File: src/rtl/qos_class_router.sv
// QoS class router: one input FIFO steered by a class field into NUM_CH class FIFOs,
// threshold-based back-pressure, init/idle/active/error FSM and per-class pop counters.
module qos_class_router #(
  parameter int DATA_W  = 12,
  parameter int NUM_CH  = 4,
  parameter int CH_W    = 2,
  parameter int SEL_LSB = 8,
  parameter int DEPTH   = 8,
  parameter int PTR_W   = 3,
  parameter int CNT_W   = 8
) (
  input  logic                     clk,
  input  logic                     reset,
  input  logic                     init,
  input  logic [PTR_W:0]           umbral_high,
  input  logic [PTR_W:0]           umbral_low,
  input  logic                     push,
  input  logic [DATA_W-1:0]        data_in,
  input  logic [NUM_CH-1:0]        pop,
  output logic [NUM_CH*DATA_W-1:0] data_out,
  output logic [NUM_CH-1:0]        valid_out,
  output logic [NUM_CH-1:0]        empty,
  output logic [NUM_CH-1:0]        almost_full,
  output logic [NUM_CH-1:0]        almost_empty,
  output logic                     in_full,
  input  logic                     req,
  input  logic [CH_W:0]            idx,
  output logic                     valid,
  output logic [CNT_W-1:0]         data,
  output logic                     idle_out,
  output logic                     active_out,
  output logic                     error_out
);

  localparam logic [PTR_W:0] FULL_CNT = (PTR_W+1)'(DEPTH);
  localparam logic [PTR_W:0] HIGH_RST = (PTR_W+1)'(DEPTH-1);
  localparam logic [PTR_W:0] LOW_RST  = (PTR_W+1)'(1);
  localparam logic [CH_W:0]  IDX_TOT  = (CH_W+1)'(NUM_CH);

  typedef enum logic [2:0] {S_RESET, S_INIT, S_IDLE, S_ACTIVE, S_ERROR} state_t;
  state_t state, state_nx;

  logic [DATA_W-1:0] in_mem [DEPTH];
  logic [PTR_W-1:0]  in_wr, in_rd;
  logic [PTR_W:0]    in_cnt;

  logic [DATA_W-1:0] cls_mem [NUM_CH][DEPTH];
  logic [PTR_W-1:0]  cls_wr  [NUM_CH];
  logic [PTR_W-1:0]  cls_rd  [NUM_CH];
  logic [PTR_W:0]    cls_cnt [NUM_CH];

  logic [PTR_W:0]    thr_high, thr_low;
  logic [CNT_W-1:0]  cnt [NUM_CH];
  logic [CNT_W-1:0]  total, pop_sum;

  logic [CH_W-1:0]   head_cls;
  logic [NUM_CH-1:0] pop_ok, cls_wen;
  logic              in_empty, xfer, accepting, push_ok, overflow, busy;

  // Handshakes: a word enters on push when in_full=0 (or the head leaves the same cycle);
  // a class word leaves on pop[c] when empty[c]=0. Requests against a blocked side are dropped.
  assign head_cls  = in_mem[in_rd][SEL_LSB +: CH_W];
  assign in_empty  = (in_cnt == '0);
  assign in_full   = (in_cnt == FULL_CNT);
  assign xfer      = !in_empty && !almost_full[head_cls] && (cls_cnt[head_cls] != FULL_CNT);
  assign accepting = (state == S_IDLE) || (state == S_ACTIVE);
  assign push_ok   = push && accepting && (!in_full || xfer);
  assign overflow  = push && in_full && !xfer && (state != S_RESET);
  assign busy      = !in_empty || !(&empty);

  always_comb begin
    pop_sum = '0;
    for (int c = 0; c < NUM_CH; c++) begin
      empty[c]        = (cls_cnt[c] == '0);
      almost_full[c]  = (cls_cnt[c] >= thr_high);
      almost_empty[c] = (cls_cnt[c] <= thr_low);
      pop_ok[c]       = pop[c] && (cls_cnt[c] != '0);
      cls_wen[c]      = xfer && (head_cls == CH_W'(c));
      pop_sum         = pop_sum + CNT_W'(pop_ok[c]);
    end
  end

  // Storage arrays carry no reset; pointers and counts define what is valid.
  always_ff @(posedge clk) begin
    if (push_ok) in_mem[in_wr] <= data_in;
    for (int c = 0; c < NUM_CH; c++)
      if (cls_wen[c]) cls_mem[c][cls_wr[c]] <= in_mem[in_rd];
  end

  always_ff @(posedge clk or posedge reset) begin
    if (reset) begin
      in_wr  <= '0;
      in_rd  <= '0;
      in_cnt <= '0;
    end else begin
      if (push_ok) in_wr <= in_wr + 1'b1;
      if (xfer)    in_rd <= in_rd + 1'b1;
      case ({push_ok, xfer})
        2'b10:   in_cnt <= in_cnt + 1'b1;
        2'b01:   in_cnt <= in_cnt - 1'b1;
        default: ;
      endcase
    end
  end

  always_ff @(posedge clk or posedge reset) begin
    if (reset) begin
      for (int c = 0; c < NUM_CH; c++) begin
        cls_wr[c]  <= '0;
        cls_rd[c]  <= '0;
        cls_cnt[c] <= '0;
      end
    end else begin
      for (int c = 0; c < NUM_CH; c++) begin
        if (cls_wen[c]) cls_wr[c] <= cls_wr[c] + 1'b1;
        if (pop_ok[c])  cls_rd[c] <= cls_rd[c] + 1'b1;
        case ({cls_wen[c], pop_ok[c]})
          2'b10:   cls_cnt[c] <= cls_cnt[c] + 1'b1;
          2'b01:   cls_cnt[c] <= cls_cnt[c] - 1'b1;
          default: ;
        endcase
      end
    end
  end

  always_ff @(posedge clk or posedge reset) begin
    if (reset) begin
      data_out  <= '0;
      valid_out <= '0;
      total     <= '0;
      valid     <= 1'b0;
      data      <= '0;
      for (int c = 0; c < NUM_CH; c++) cnt[c] <= '0;
    end else begin
      for (int c = 0; c < NUM_CH; c++) begin
        valid_out[c] <= pop_ok[c];
        if (pop_ok[c]) begin
          data_out[c*DATA_W +: DATA_W] <= cls_mem[c][cls_rd[c]];
          cnt[c]                       <= cnt[c] + 1'b1;
        end
      end
      total <= total + pop_sum;
      valid <= req;
      if (!req)                data <= '0;
      else if (idx < IDX_TOT)  data <= cnt[idx[CH_W-1:0]];
      else if (idx == IDX_TOT) data <= total;
      else                     data <= '0;
    end
  end

  always_ff @(posedge clk or posedge reset) begin
    if (reset) begin
      thr_high <= HIGH_RST;
      thr_low  <= LOW_RST;
    end else if (state == S_INIT) begin
      thr_high <= umbral_high;
      thr_low  <= umbral_low;
    end
  end

  always_ff @(posedge clk or posedge reset) begin
    if (reset) state <= S_RESET;
    else       state <= state_nx;
  end

  always_comb begin
    state_nx = state;
    case (state)
      S_RESET:  state_nx = S_INIT;
      S_INIT:   if (overflow) state_nx = S_ERROR;
                else if (!init) state_nx = S_IDLE;
      S_IDLE:   if (overflow) state_nx = S_ERROR;
                else if (init) state_nx = S_INIT;
                else if (busy) state_nx = S_ACTIVE;
      S_ACTIVE: if (overflow) state_nx = S_ERROR;
                else if (init) state_nx = S_INIT;
                else if (!busy) state_nx = S_IDLE;
      S_ERROR:  state_nx = S_ERROR;
      default:  state_nx = S_RESET;
    endcase
  end

  assign idle_out   = (state == S_IDLE);
  assign active_out = (state == S_ACTIVE);
  assign error_out  = (state == S_ERROR);

endmodule

File: config.mk
export PLATFORM = sky130hd
export DESIGN_NAME = qos_class_router
export DESIGN_NICKNAME = d
export VERILOG_FILES = /design/src/rtl/qos_class_router.sv
export SDC_FILE = /design/constraint.sdc
export NUM_CORES = 1
export LEC_CHECK = 0
export CAP_MARGIN = 20
export CORE_MARGIN = 2
export CORE_UTILIZATION = 30
export DETAILED_ROUTE_END_ITERATION = 6
export PLACE_DENSITY = 0.51
export SYNTH_ARGS = -nofsm -noshare
export SYNTH_HDL_FRONTEND = slang
export SYNTH_SLANG_ARGS = --single-unit
File: constraint.sdc
create_clock -name clk -period 7 [get_ports clk]
set_clock_uncertainty 0.1 [all_clocks]
set_input_delay 1.4 -clock clk [delete_from_list [all_inputs] [get_ports clk]]
set_output_delay 1.4 -clock clk [all_outputs]
set_load 0.005 [all_outputs]
==> results.cfg <==
[pwr]
p_leak_nw = 11.1
finalPower_mw = 15.2
cellPowerDensity_mw_per_mm2 = 483
ir_drop_mv = 0.207

[logic_synthesis]
synth_flop_cell = edfxtp_1
synth_enable_flop_cells = 480
ys_ff_latch = 642
synth_top_cell_area_share = 0.550
ys_seq_area_frac = 0.705
syn_avg_cell_area_um2 = 17.6
netlist_top_cells_area = edfxtp_1 (55%), dfrtp_1 (15%), mux4_2 (11%)
yosysMostFrequentCell = edfxtp_1
ys_async_sr_fraction = 0.252
yosysTopAreaCell = edfxtp_1
yosys-top-cells-count = edfxtp_1 (480), dfrtp_1 (158), mux4_2 (128)
synth_area_mm2 = 0.0262
synth.net_count = 1589
netlist_instances = 1487
ys_warn_count = 0
netlist-cell-type-count = 57

[sta]
setup_tns_ns = 0
drv_slew = 0
fmax_ghz = 0.222
tightest_slew_ns = 1.05
max-slew-margin-rel = 0.293
rsz0062_at_grt = false
period_minus_slack_ns = 4.50
finalWorstSetupSlack_ns = 2.50
finalSetupViolCount = 0
finalCritPeriodShare = 0.643
finalHoldViolations = 0

[critical_path]
worst-path-max-fanout = 39
critPathArrivalTime_ns = 4.88
cp.required_ns = 7.37
critPathKind = reg2reg
reg2reg_from = in_rd[1]$_DFFE_PP0P_
critPathCaptureType = flip-flop
reg2reg_depth = 13
startpoint = in_rd[1]$_DFFE_PP0P_
crit_path_start_kind = flip-flop

[clocking]
clock_sinks = 642
ctsResizeCount = 0
clk_pin_slew_worst_paths_ns = 0.06
cts_buffers = 71
cts_setup_buffers = 0
clkLatencyLatePin_ns = 0.62
cts_root_buf = clkbuf_16
postCtsHoldBufs = 0
htree_levels = 3
cts_tree = done
clock_path_buffers = 3

[placed_design]
gp_congestion = 0.743
dp.final_hpwl_um = 36000
pre_cts_ws_ns = 2.13
io_buffers = 108
dp.cells = 2746

[grt]
use_met3 = 0.0206
use_met2 = 0.219
antenna_found_initial = 1
met1_usage = 0.173
grt_first_pass_wirelength_um = 88300
overflow = 0
grt.total_usage = 0.130
grt.busiest_layer = met2
grt_max_degree = 119
grt_pass1_vias = 14300

[hold_path]
min_path_cells = 1
min_from = cnt[15]$_DFFE_PP0P_
hold_path.class = reg2reg

[die]
fp.dieW_um = 299
initial_core_util = 0.302
num_io_pins = 109
die_area_mm2 = 0.0897
die_h_um = 299
row_count = 108
core_area_mm2 = 0.0866

[routing]
drtAntennaViolNets = 0
avgRoutedWirePerCell_um = 20.0
drtIter0Drc = 655
drt_wl_total_um = 57700
drt_first_pass_iters = 5
num_vias = 13400
vias_per_cell = 4.64
post-route-drc-count = 0

[finish]
postLayoutCoreUtil = 0.363
fillerInstances = 7972
drive_gt1_frac = 0.197
nNetsFinal = 1768
final-instance-count-excl-fill = 2878
area_growth_pct = 20.1

[outcome]
status = finished clean

[flow_run]
drv_cap = 0
-- sequential cells by signal, summed over array words and instances, names as in the netlist, 12 cells and up --
signal    flops
cnt          32
cls_wr       12
cls_cnt      16
cls_mem     384
cls_rd       12
data_out     48
in_mem       96
-- cell families (layout without fill, tap and decap cells) --
family,after synthesis,count (layout),share of synthesized area
AOI/OAI and AO/OA,130,130,0.0322
xor gates and xnor gates,70,70,0.0234
adders and majority gates,70,70,0.0357
buffers and inverters,99,334,0.0149
DFF,642,642,0.705
muxes,199,199,0.138
other,0,1,0
and+or+nand+nor,277,277,0.0501
-- report_power, final --
| group | switching, mW | leakage (nW) | internal [mW] |
|---|---|---|---|
| combinational | 2.85 | 3.62 | 2.31 |
| clock | 1.51 | 1.18 | 2.33 |
| sequential | 0.701 | 6.30 | 5.48 |
-- cells in the final DEF (no fill, tap or decap), types with 5 or more instances in the layout --
cell type,count
clkdlybuf4s50_1,108
o21ai_0,70
a22oi_1,8
clkbuf_16,72
clkbuf_1,17
mux4_2,128
a21o_1,8
nor2b_1,15
clkinv_2,8
a2111oi_2,6
xor2_1,17
nor3_2,5
a21oi_1,13
ha_1,62
nor4_1,5
nand3_1,8
nor3_1,12
clkinv_1,9
bufinv_16,9
nand2_1,124
nand4_1,14
mux2_2,17
fa_1,8
clkbuf_8,9
a41o_1,5
inv_1,34
edfxtp_1,480
buf_4,54
xnor2_1,53
mux2i_1,53
dfrtp_1,158
nor2_1,41
nand2b_1,23
or3_1,5
and2_1,5
-- layout make-up --
class                           count  area [um^2]  share of cell area
Inverter                           38          150             0.00477
Sequential cell                   642        18500               0.587
Antenna cell                        1         2.50           0.0000796
Clock inverter                     31          438              0.0139
Tap cell                         1155         1450              0.0460
Timing Repair Buffer              167         1550              0.0493
Clock buffer                       98         1990              0.0633
Multi-Input combinational cell    746         7400               0.235
-- path summary, 6_finish.rpt --
path / endpoint / slack (ns)
setup / recovery: in_cnt[3]$_DFFE_PP0P_ / 2.50
hold / removal: cnt[15]$_DFFE_PP0P_ / 0.37
setup reg to reg: in_cnt[3]$_DFFE_PP0P_ / 2.50
hold reg to reg: cnt[15]$_DFFE_PP0P_ / 0.37
max in group asynchronous: cls_rd[8]$_DFFE_PP0P_ / 4.40
min in group asynchronous: cls_cnt[10]$_DFFE_PP0P_ / 1.28
-- metal layers --
layer,wire length (um),vias up
li1,-,6108
met1,25900,6949
met2,28600,209
met5,13,-
met3,1860,88
met4,1250,2
-- through the flow --
step                instance area (um^2)  hold slack [ns]
finish                             31400            0.373
global route                       31400            0.387
global placement                   28900            0.362
detailed placement                 29000            0.365
floorplan                          26200            0.340
CTS                                31400            0.373
-- critical path, cell delays in order, from the launching register on --
cell,delay (ns)
dfrtp_1,0.69
mux4_2,0.57
mux2_4,0.48
o211ai_1,0.30
a21oi_4,0.16
o21ai_2,0.66
inv_1,0.16
ha_1,0.28
ha_1,0.28
a21o_1,0.17
a21oi_1,0.17
xnor2_1,0.13
nor2_1,0.07
xor2_1,0.14
Note: power is estimated with default switching activity, not from simulation.
